[src/rtl/node_pkg.sv]
// Shared constants and routing encodings for the node port queue.
package node_pkg;

    localparam int NODE_IP_BITWIDTH = 3;
    localparam int INSTR_WIDTH      = 32;

    typedef enum logic [1:0] {
        PORT_A       = 2'b00,
        PORT_LOCAL   = 2'b01,
        PORT_B       = 2'b10,
        PORT_INVALID = 2'b11
    } port_sel_e;

    // Returns one push strobe per queue, ordered {b, local, a}.
    function automatic logic [2:0] route_onehot(input logic valid, input logic [1:0] sel);
        logic [2:0] strobes;
        strobes = 3'b000;
        if (valid) begin
            case (sel)
                PORT_A:     strobes = 3'b001;
                PORT_LOCAL: strobes = 3'b010;
                PORT_B:     strobes = 3'b100;
                default:    strobes = 3'b000;
            endcase
        end
        return strobes;
    endfunction

endpackage

[src/rtl/port_fifo.sv]
// First-word-fall-through queue; FIFO_DEPTH must be a power of two so the pointers wrap naturally.
module port_fifo #(
    parameter int DATA_WIDTH = 32,
    parameter int FIFO_DEPTH = 4
) (
    input  logic                  clk,
    input  logic                  rst,
    input  logic                  push,
    input  logic [DATA_WIDTH-1:0] push_data,
    input  logic                  pop,
    output logic [DATA_WIDTH-1:0] data,
    output logic                  valid,
    output logic                  full
);

    localparam int ADDR_W = $clog2(FIFO_DEPTH);
    localparam int CNT_W  = ADDR_W + 1;
    localparam logic [CNT_W-1:0] FULL_COUNT = CNT_W'(FIFO_DEPTH);

    logic [DATA_WIDTH-1:0] mem [FIFO_DEPTH];
    logic [ADDR_W-1:0]     wr_ptr;
    logic [ADDR_W-1:0]     rd_ptr;
    logic [CNT_W-1:0]      count;
    logic                  do_pop;
    logic                  do_push;

    // A pop frees a slot in the same edge, so a full queue may still accept a push.
    always_comb begin
        valid   = (count != '0);
        full    = (count == FULL_COUNT);
        do_pop  = pop && valid;
        do_push = push && (!full || do_pop);
        data    = mem[rd_ptr];
    end

    always_ff @(posedge clk) begin
        if (do_push) begin
            mem[wr_ptr] <= push_data;
        end
    end

    always_ff @(posedge clk) begin
        if (rst) begin
            wr_ptr <= '0;
            rd_ptr <= '0;
            count  <= '0;
        end else begin
            if (do_push) begin
                wr_ptr <= wr_ptr + ADDR_W'(1);
            end
            if (do_pop) begin
                rd_ptr <= rd_ptr + ADDR_W'(1);
            end
            case ({do_push, do_pop})
                2'b10:   count <= count + CNT_W'(1);
                2'b01:   count <= count - CNT_W'(1);
                default: count <= count;
            endcase
        end
    end

endmodule

[src/rtl/node_port_queue.sv]
// Routes incoming instructions into three independent output queues (ring A, local, ring B).
// Optional feature macro NODE_DROP_COUNT_EN adds a saturating drop_count output.
module node_port_queue
    import node_pkg::*;
#(
    parameter int DATA_WIDTH = INSTR_WIDTH,
    parameter int FIFO_DEPTH = 4
) (
    input  logic                  clk,
    input  logic                  rst,
    input  logic                  valid_in,
    input  logic [DATA_WIDTH-1:0] instruction_in,
    input  logic [1:0]            enable_in,
    output logic [DATA_WIDTH-1:0] a_data,
    output logic [DATA_WIDTH-1:0] l_data,
    output logic [DATA_WIDTH-1:0] b_data,
    output logic                  a_valid,
    output logic                  l_valid,
    output logic                  b_valid,
    input  logic                  a_ready,
    input  logic                  l_ready,
    input  logic                  b_ready,
    output logic                  a_full,
    output logic                  l_full,
    output logic                  b_full
`ifdef NODE_DROP_COUNT_EN
    ,
    output logic [15:0]           drop_count
`endif
);

    logic [2:0] push_sel;
    logic       push_a;
    logic       push_l;
    logic       push_b;

    always_comb begin
        push_sel = route_onehot(valid_in, enable_in);
        push_a   = push_sel[0];
        push_l   = push_sel[1];
        push_b   = push_sel[2];
    end

    port_fifo #(.DATA_WIDTH(DATA_WIDTH), .FIFO_DEPTH(FIFO_DEPTH)) u_fifo_a (
        .clk       (clk),
        .rst       (rst),
        .push      (push_a),
        .push_data (instruction_in),
        .pop       (a_ready),
        .data      (a_data),
        .valid     (a_valid),
        .full      (a_full)
    );

    port_fifo #(.DATA_WIDTH(DATA_WIDTH), .FIFO_DEPTH(FIFO_DEPTH)) u_fifo_l (
        .clk       (clk),
        .rst       (rst),
        .push      (push_l),
        .push_data (instruction_in),
        .pop       (l_ready),
        .data      (l_data),
        .valid     (l_valid),
        .full      (l_full)
    );

    port_fifo #(.DATA_WIDTH(DATA_WIDTH), .FIFO_DEPTH(FIFO_DEPTH)) u_fifo_b (
        .clk       (clk),
        .rst       (rst),
        .push      (push_b),
        .push_data (instruction_in),
        .pop       (b_ready),
        .data      (b_data),
        .valid     (b_valid),
        .full      (b_full)
    );

`ifdef NODE_DROP_COUNT_EN
    logic drop_event;

    // A full queue is only lost to when its consumer is not freeing a slot this edge.
    always_comb begin
        drop_event = (valid_in && (enable_in == PORT_INVALID))
                   || (push_a && a_full && !a_ready)
                   || (push_l && l_full && !l_ready)
                   || (push_b && b_full && !b_ready);
    end

    always_ff @(posedge clk) begin
        if (rst) begin
            drop_count <= 16'd0;
        end else if (drop_event && (drop_count != 16'hFFFF)) begin
            drop_count <= drop_count + 16'd1;
        end
    end
`endif

endmodule
[config.mk]
export PLATFORM = sky130hd
export DESIGN_NAME = node_port_queue
export DESIGN_NICKNAME = d
export VERILOG_FILES = /design/src/rtl/node_pkg.sv /design/src/rtl/port_fifo.sv /design/src/rtl/node_port_queue.sv
export SDC_FILE = /design/constraint.sdc
export NUM_CORES = 1
export LEC_CHECK = 0
export BUFFER_PORTS_ARGS = -buffer_cell sky130_fd_sc_hd__buf_2
export CORE_ASPECT_RATIO = 0.9
export CORE_MARGIN = 5
export CORE_UTILIZATION = 30
export CTS_CLUSTER_DIAMETER = 80
export DETAILED_ROUTE_END_ITERATION = 6
export GPL_ROUTABILITY_DRIVEN = 1
export SLEW_MARGIN = 10
export SYNTH_ARGS = -nofsm -noshare
export SYNTH_HDL_FRONTEND = slang
export SYNTH_SLANG_ARGS = --single-unit
[constraint.sdc]
create_clock -name clk -period 3.1 [get_ports clk]
set_clock_uncertainty 0.05 [all_clocks]
set_input_delay 0.31 -clock clk [delete_from_list [all_inputs] [get_ports clk]]
set_output_delay 0.31 -clock clk [all_outputs]
set_load 0.005 [all_outputs]
### Word-level counts from Yosys, hierarchy flattened

Memory sizes are Yosys's and may differ from the RTL's. A register that Yosys moved wholly into a read port is not among the register bits.
Index checks and enable logic that the tools add are counted.
Widths: inputs -> output; s select.

* memory bits (writable): 384
* bits of input ports: 40
* register bits: 21
* memories kept: 3
* output and inout port bits: 102

* add/sub/neg operators: 12
* reduce and logical (&&, ||, !) cells: 19
* multiplexer cells: 17
* eq/ne operators: 11

Memory list
* u_fifo_a.mem: depth 4, bits a word 32, read ports 1, clocked after Yosys merged registers in 1, wr ports 1, line port_fifo.sv:20 `logic [DATA_WIDTH-1:0] mem [FIFO_DEPTH];`
* u_fifo_b.mem: depth 4, bits a word 32, read ports 1, clocked after Yosys merged registers in 1, wr ports 1, line port_fifo.sv:20
* u_fifo_l.mem: depth 4, bits a word 32, read ports 1, clocked after Yosys merged registers in 1, wr ports 1, line port_fifo.sv:20

Operators by type and width (count)
* $pmux 3 s2: 3
* $add 2x1->2 const B: 6
* $mux 2: 6
* $add 3x1->3 const B: 3
* $eq 3x3->1 const B: 3
* $pmux 3 s3: 1
* $reduce_bool 3->1: 3
* $sub 3x1->3 const B: 3
* $eq 2x1->1 const B: 4
* $eq 2x2->1 const B: 4
* $logic_and 1x1->1: 6
* $mux 1: 6
* $reduce_bool 2->1: 3
* $logic_not 1->1: 3
* $logic_or 1x1->1: 3
* $mux 3: 1
* $logic_not 2->1: 1

### Depth between registers and ports, before layout

Gate-level depths: netlist of the first run.

* depth after elaboration: 6
* gate-level depth with buffers: 9
* depth with buffers taken out: 9

### Cells and area by module

From an unflattened synthesis of the first run, not the netlist that was laid out.

* cell total of the unflattened synthesis: 675
* area total of the unflattened synthesis: 15419.8 sq um

By module, submodules not included
* port_fifo: area an instance 5129.9 sq um, instances 3, cells each 224
* node_port_queue: area an instance 30.0 sq um, instances 1, cells each 3

### Worst setup path before layout of the first run

Ideal clock, no wire load.

* kind: register -> register
* from: register u_fifo_a.count[2]
* to: memory u_fifo_a.mem[0][0] (enable)
* period minus slack after synthesis: 2296 ps
* cell stages (with the launch flop): 4
* required time: 2658 ps
* arrival time: 1854 ps
* library setup time: 392 ps
* path buffers: 0
* path slack: 804 ps
* path through: dfxtp_1 > nor3b_2 > a2111oi_4 > and2_1

* word-level cells in the longest chain between the ends: 6

RTL lines
* start, declared: line port_fifo.sv:23 `logic [CNT_W-1:0] count;`
* start signal, assigned: line port_fifo.sv:55 `2'b10: count <= count + CNT_W'(1);`
* start signal, assigned: line port_fifo.sv:56 `2'b01: count <= count - CNT_W'(1);`
* start signal, assigned: line port_fifo.sv:57 `default: count <= count;`
* $eq 3x3->1: line port_fifo.sv:30 `full = (count == FULL_COUNT);`
* net a_full: line node_port_queue.sv:23 `output logic a_full,`
* $logic_not 1->1: line port_fifo.sv:32 `do_push = push && (!full || do_pop);`
* $logic_or 1x1->1: line port_fifo.sv:32
* $logic_and 1x1->1: line port_fifo.sv:32
* $mux 1: line port_fifo.sv:37 `if (do_push) begin`
* $mux 1 (implied by the code): line port_fifo.sv:38 `mem[wr_ptr] <= push_data;`
* end, declared: line port_fifo.sv:20

The timed path passes the listed nets, and every way through them passes these cells.

==> results of run 1 <==
## cells in the mapped netlist, types with 3 or more instances
library cell	n	area share [%]
sky130_fd_sc_hd__or3_1	6	0.25
sky130_fd_sc_hd__ha_1	15	1.2
sky130_fd_sc_hd__nor2_1	24	0.59
sky130_fd_sc_hd__fa_1	3	0.39
sky130_fd_sc_hd__a21oi_1	8	0.26
sky130_fd_sc_hd__mux2i_1	3	0.20
sky130_fd_sc_hd__xnor2_1	3	0.17
sky130_fd_sc_hd__mux4_2	96	14
sky130_fd_sc_hd__edfxtp_1	384	76
sky130_fd_sc_hd__buf_2	9	0.30
sky130_fd_sc_hd__clkbuf_1	12	0.30
sky130_fd_sc_hd__xor2_1	9	0.52
sky130_fd_sc_hd__o311ai_0	3	0.17
sky130_fd_sc_hd__o21ai_0	3	0.098
sky130_fd_sc_hd__dfxtp_1	27	3.5
sky130_fd_sc_hd__buf_1	3	0.074
sky130_fd_sc_hd__o31a_1	3	0.17
sky130_fd_sc_hd__inv_1	22	0.54
sky130_fd_sc_hd__and2_1	12	0.49
sky130_fd_sc_hd__nand2b_1	6	0.25
## final timing paths
path,endpoint,cells after the start
setup / recovery,a_data[31],3
hold / removal,u_fifo_l.mem[2][17]$_DFFE_PP_,1
setup reg to reg,u_fifo_l.count[2]$_SDFFE_PP0P_,9
hold reg to reg,u_fifo_a.wr_ptr[1]$_SDFFE_PP0P_,2
## sequential cells by signal, indices dropped and copies added, names as in the netlist, named ones only
register,count
u_fifo_a.mem,128
u_fifo_l.count,3
u_fifo_a.rd_ptr,2
u_fifo_b.wr_ptr,2
u_fifo_b.mem,128
u_fifo_a.count,3
u_fifo_l.mem,128
u_fifo_b.rd_ptr,2
u_fifo_b.count,3
u_fifo_a.wr_ptr,2
u_fifo_l.wr_ptr,2
u_fifo_l.rd_ptr,2
## area by class of cell
type | instances | area, um2
Sequential cell | 411 | 12090
Antenna cell | 1 | 2.502
Multi-Input combinational cell | 203 | 3015
Timing Repair Buffer | 161 | 958.4
Clock buffer | 53 | 1135
Inverter | 22 | 82.58
Clock inverter | 29 | 396.6
Fill cell | 4660 | 31830
Tap cell | 680 | 850.8
## cells by family (layout without fill, tap and decap cells)
| kind of cell | Yosys count | after routing | share of synthesized area, % |
|---|---|---|---|
| multiplexers | 102 | 102 | 14.61 |
| other | 0 | 1 | 0 |
| XOR/XNOR | 12 | 12 | 0.6890 |
| buffers and inverters | 46 | 265 | 1.206 |
| AND/OR/NAND/NOR | 53 | 53 | 1.854 |
| AO/OA/AOI/OAI | 18 | 18 | 0.8858 |
| adder cells (fa/ha/maj) | 18 | 18 | 1.624 |
| flip-flops | 411 | 411 | 79.13 |
## critical path, cell delays in order, from the launching register on
cell and delay (ps):
sky130_fd_sc_hd__dfxtp_2 830, sky130_fd_sc_hd__buf_4 310, sky130_fd_sc_hd__mux4_2 370, sky130_fd_sc_hd__buf_2 160
## stage by stage
stage / worst slack (ps) / hold WS [ps] / utilization [%] / std cells / cell area, um2
6_report: 455.2 / 46.79 / 36.79 / 1560 / 18530
5_1_grt: 288.3 / 28.24 / 36.79 / 1559 / 18530
4_1_cts: 348.6 / 12.15 / 36.79 / 1559 / 18530
3_5_place_dp: 650.5 / 463.0 / 33.73 / 1476 / 16980
3_3_place_gp: 713.5 / 447.0 / 33.73 / 1476 / 16980
2_1_floorplan: 803.5 / 358.9 / - / 660 / 15260
## where the power goes
part / internal, uW / switching (uW) / total, uW
clock: 3320 / 2160 / 5480
combinational: 883 / 675 / 1560
sequential: 6190 / 365 / 6560
total: 10400 / 3200 / 13600
## layer usage
| layer | part of all wire, % | up-vias |
|---|---|---|
| li1 | - | 3090 |
| met1 | 44 | 3715 |
| met2 | 49 | 157 |
| met3 | 5.1 | 49 |
| met4 | 2.1 | 0 |
| met5 | 0 | - |
## placed cells by master (no fill, tap or decap), drive strengths merged, types with 4 or more instances in the layout
master | netlist | routed
mux4 | 96 | 96
or3 | 6 | 6
inv | 22 | 25
nor2 | 24 | 24
ha | 15 | 15
xor2 | 9 | 9
buf | 12 | 160
nand2b | 6 | 6
clkbuf | 12 | 53
and2 | 12 | 12
dfxtp | 27 | 27
bufinv | 0 | 8
edfxtp | 384 | 384
clkinvlp | 0 | 4
a21oi | 8 | 8
clkinv | 0 | 14
==> flow_metrics.env, run 1 <==
export IMPL_die_h_um=223.9
export IMPL_syn_area_um2=15260
export IMPL_die_w_um=247.7
export IMPL_setup_violations_final=0
export IMPL_detailroute_via_count=7011
export IMPL_origin_of_the_critical_flop_to_flop_path="u_fifo_l.count[2]$_SDFFE_PP0P_"
export IMPL_run_status="finished clean"
export IMPL_wl_um=34600
export IMPL_cts_hold_buffers=1
export IMPL_hold_path_startpoint="instruction_in[17]"
export IMPL_ioPinCount=142
export IMPL_largest_vdd_supply_drop_v=0.0003583
export IMPL_cp_arrival_ps=2280
export IMPL_worstSkewPairLatency_ps=570
export IMPL_vias_per_cell=4.494
export IMPL_worst_hold_path_type="primary input to flip-flop"
export IMPL_grt_pass1_wl_um=50660
export IMPL_synth_nets=718
export IMPL_floorplan_initialDensity_pct=30.29
export IMPL_design_power_total_uw=13590
export IMPL_place_detailed_hpwl_um=22190
export IMPL_core_area_um2=50360
export IMPL_placementRows=78
export IMPL_crit_required_ps=2740
export IMPL_htreeDepth=2
export IMPL_yosysWarningCount=0
export IMPL_place_gp_congestion=0.7032
export IMPL_grt_setup_unrepaired="no"
export IMPL_design_final_nets=901
export IMPL_synthesis_instances=660
export IMPL_power_leakage_uw=0.005987
export IMPL_grtUsageMet1_pct=16.67
export IMPL_first_pass_iters=4
export IMPL_min_period_ps=2645
export IMPL_final_hold_viol_count=0
export IMPL_drt_antenna_violating_nets=0
export IMPL_tritoncts_clock_tree="done"
export IMPL_worstSetupStartpointType="flip-flop"
export IMPL_critPathKind="flip-flop to output port"
export IMPL_synth_edf_count=384
export IMPL_postCtsSetupBuffers=0
export IMPL_drt_drc=0
export IMPL_seq_area_frac_synth_pct=79.13
export IMPL_drt_iter0_drc=468
export IMPL_die_area_um2=55470
export IMPL_route_detailed_wl_per_inst_um=22.18
export IMPL_layout_cell_share_with_drive_strength_beyond_1_pct=39.82
export IMPL_synth_seq_cells=411
export IMPL_final_worst_path_period_share_pct=85.32
export IMPL_grt_util_met3_pct=3.078
export IMPL_grt_util_met2_pct=20.21
export IMPL_cts_inserted_buffers=44
export IMPL_max_clock_path_buffers=3
export IMPL_fin_tns_setup_ps=0
export IMPL_area_delta_synth_final_pct=21.45
export IMPL_grt_max_degree=33
export IMPL_r2r_slack_ps=650
export IMPL_synth_ff_type="sky130_fd_sc_hd__edfxtp_1"
export IMPL_top_usage_layer="met2"
export IMPL_synth_avg_cell_area_um2=23.11
export IMPL_cts_repair_resize_count=0
export IMPL_globalRoute_totalOverflow=0
export IMPL_number_of_global_route_vias_before_repair=7461
export IMPL_cts_clk_slew_worst_paths_ps=60
export IMPL_io_buffers=141
export IMPL_relSlewSlack_pct=46.42
export IMPL_groute_usage_overall_pct=12.42
export IMPL_synthArstFlopShare_pct=0
export IMPL_synth_cell_type_count=26
export IMPL_max_clock_freq_mhz=378.1
export IMPL_powerDensity_nw_per_um2=733.7
export IMPL_critical_path_endpoint_type="output port"
export IMPL_cts_root_buf="sky130_fd_sc_hd__clkbuf_16"
export IMPL_final_max_slew_violation_count=0
export IMPL_antenna_found_initial=1
export IMPL_worst_slew_pin_slew_ps=803.8
export IMPL_maxCapViolations=0
export IMPL_cp_max_fo=26
export IMPL_numClockSinks=411
No activity file was read; power rests on OpenSTA's default activity.
==> inputs of run 2 (changes only) <==
==> constraint.sdc (replaced) <==
create_clock -name clk -period 3.1 [get_ports clk]
set_clock_uncertainty 0.05 [all_clocks]
set_input_delay 0.155 -clock clk [delete_from_list [all_inputs] [get_ports clk]]
set_output_delay 0.155 -clock clk [all_outputs]
set_load 0.005 [all_outputs]
==> flow_metrics.env, run 2 (synthesis results as in run 1) <==
export IMPL_final_hold_viol_count=0
export IMPL_cp_arrival_ps=2880
export IMPL_fill_cells=4650
export IMPL_post_place_cells=1475
export IMPL_tritoncts_clock_tree="done"
export IMPL_layout_cell_share_with_drive_strength_beyond_1_pct=36.63
export IMPL_worst_slew_pin_slew_ps=1005
export IMPL_drt_antenna_violating_nets=0
export IMPL_crit_path_cells="nor3b_1 -> a21oi_1 -> inv_1 -> ha_1 -> inv_1 -> fa_1 -> xor2_1 -> or3_1 -> a21oi_1"
export IMPL_detailroute_via_count=7116
export IMPL_cts_inserted_buffers=44
export IMPL_timing_critical_path_slowest_cell_delay_ps=430
export IMPL_postCtsSetupBuffers=0
export IMPL_die_w_um=247.7
export IMPL_setup_violations_final=0
export IMPL_critPathKind="flip-flop to flip-flop"
export IMPL_largestRegisters="u_fifo_a.mem: 128 flops, u_fifo_b.mem: 128 flops, u_fifo_l.mem: 128 flops"
export IMPL_die_h_um=223.9
export IMPL_worstSkewPairLatency_ps=560
export IMPL_globalRoute_totalOverflow=0
export IMPL_vias_per_cell=4.475
export IMPL_worstSetupStartpointType="flip-flop"
export IMPL_grt_pass1_wl_um=51140
export IMPL_drt_iter0_drc=440
export IMPL_die_area_um2=55470
export IMPL_max_clock_path_buffers=3
export IMPL_htreeDepth=2
export IMPL_max_clock_freq_mhz=405.7
export IMPL_cts_root_buf="sky130_fd_sc_hd__clkbuf_16"
export IMPL_design_final_nets=935
export IMPL_comb_power_share_pct=12.2
export IMPL_critical_path_endpoint_type="flip-flop"
export IMPL_cts_repair_resize_count=0
export IMPL_sequential_cell_area_um2=12090
export IMPL_fin_util_pct=37.07
export IMPL_crit_required_ps=3510
export IMPL_fin_tns_setup_ps=0
export IMPL_p_sw_share_pct=23.77
export IMPL_powerDensity_nw_per_um2=693.7
export IMPL_maxCapViolations=0
export IMPL_power_report_internal_total_uw=9871
export IMPL_final_cells=1590
export IMPL_cts_hold_buffers=36
export IMPL_min_period_ps=2465
export IMPL_critPathSlowestCell="sky130_fd_sc_hd__fa_1"
export IMPL_pwr_share_seq_pct=50.8
export IMPL_relSlewSlack_pct=32.97
export IMPL_wl_um=34240
export IMPL_cp_max_fo=7
export IMPL_place_gp_congestion=0.6860
export IMPL_largest_vdd_supply_drop_v=0.0003599
export IMPL_drt_drc=0
export IMPL_floorplan_initialDensity_pct=30.29
export IMPL_multi_input_comb_area_um2=3015
export IMPL_placementRows=78
export IMPL_grt_max_degree=33
export IMPL_run_status="finished clean"
export IMPL_power_leakage_uw=0.006036
export IMPL_final_worst_path_period_share_pct=79.52
export IMPL_power_switching_uw=3077
export IMPL_area_delta_synth_final_pct=22.36
export IMPL_ioPinCount=142
export IMPL_place_detailed_hpwl_um=22000
export IMPL_first_pass_iters=4
export IMPL_route_detailed_wl_per_inst_um=21.53
export IMPL_numClockSinks=411
export IMPL_number_of_global_route_vias_before_repair=7673
export IMPL_cts_clk_slew_worst_paths_ps=60
export IMPL_io_buffers=141
export IMPL_layout_common_cells="sky130_fd_sc_hd__edfxtp_1, sky130_fd_sc_hd__buf_2, sky130_fd_sc_hd__mux4_2"
export IMPL_core_area_um2=50360
export IMPL_grt_setup_unrepaired="no"
export IMPL_antenna_found_initial=1
export IMPL_worst_hold_path_type="primary input to flip-flop"
export IMPL_final_max_slew_violation_count=0
export IMPL_proportion_of_power_drawn_by_the_clock_network_pct=37.0
export IMPL_mostFrequentLayoutCell="sky130_fd_sc_hd__edfxtp_1"
export IMPL_groute_usage_overall_pct=12.32
-- run 2: through the flow --
| stage | hold WS (ps) | setup slack [ps] | cell area [um2] | total power, uW |
|---|---|---|---|---|
| final | 52.73 | 634.9 | 18670 | 12950 |
| after global routing | 58.90 | 393.4 | 18670 | 13540 |
| after CTS | 29.35 | 516.8 | 18660 | 13160 |
| after detailed placement | 445.0 | 671.7 | 16980 | 8302 |
| after global placement | 444.2 | 775.7 | 16980 | 8286 |
| after floorplan | 203.9 | 803.5 | 15260 | 7500 |
-- run 2: path summary, 6_finish.rpt --
check / startpoint / to / slack (ps) / depth (start not counted)
setup / recovery: u_fifo_b.count[2]$_SDFFE_PP0P_ / u_fifo_b.count[2]$_SDFFE_PP0P_ / 630 / 9
hold / removal: b_ready / flip-flop / 50 / 4
setup reg to reg: u_fifo_b.count[2]$_SDFFE_PP0P_ / u_fifo_b.count[2]$_SDFFE_PP0P_ / 630 / 9
hold reg to reg: u_fifo_l.rd_ptr[1]$_SDFFE_PP0P_ / flip-flop / 470 / 2
-- run 2: final cells by class --
type	count	area share, %
well taps	680	4.558
clock inverters	17	0.5362
diodes	1	0.01341
multi-input cells	203	16.15
inverters	22	0.4424
clock buffers	61	6.576
repair buffers	195	6.971
flip-flops and latches	411	64.75
-- run 2: layer usage --
layer / global-route usage [%] / part of all wire, % / up-vias
met5: 0 / 0 / -
met4: 3.150 / 1.7 / 0
li1: - / - / 3156
met1: 17.35 / 46 / 3763
met2: 19.70 / 48 / 159
met3: 2.613 / 4.6 / 38
-- run 2: power groups by stage --
stage	Sequential, uW	Combinational [uW]	Clock [uW]
after floorplan	6360	1140	0
after global placement	6710	1580	0
after detailed placement	6720	1580	0
after CTS	6610	1630	4920
after global routing	6640	1720	5180
final	6570	1580	4800
-- run 2: worst max-delay path, delay by kind of cell, from the launching register on --
kind	cells	cell delay, ps
AOI/OAI and AO/OA	2	410
xor gates and xnor gates	1	150
adders and majority gates	2	610
buffers and inverters	2	180
DFF	1	390
and+or+nand+nor	2	600
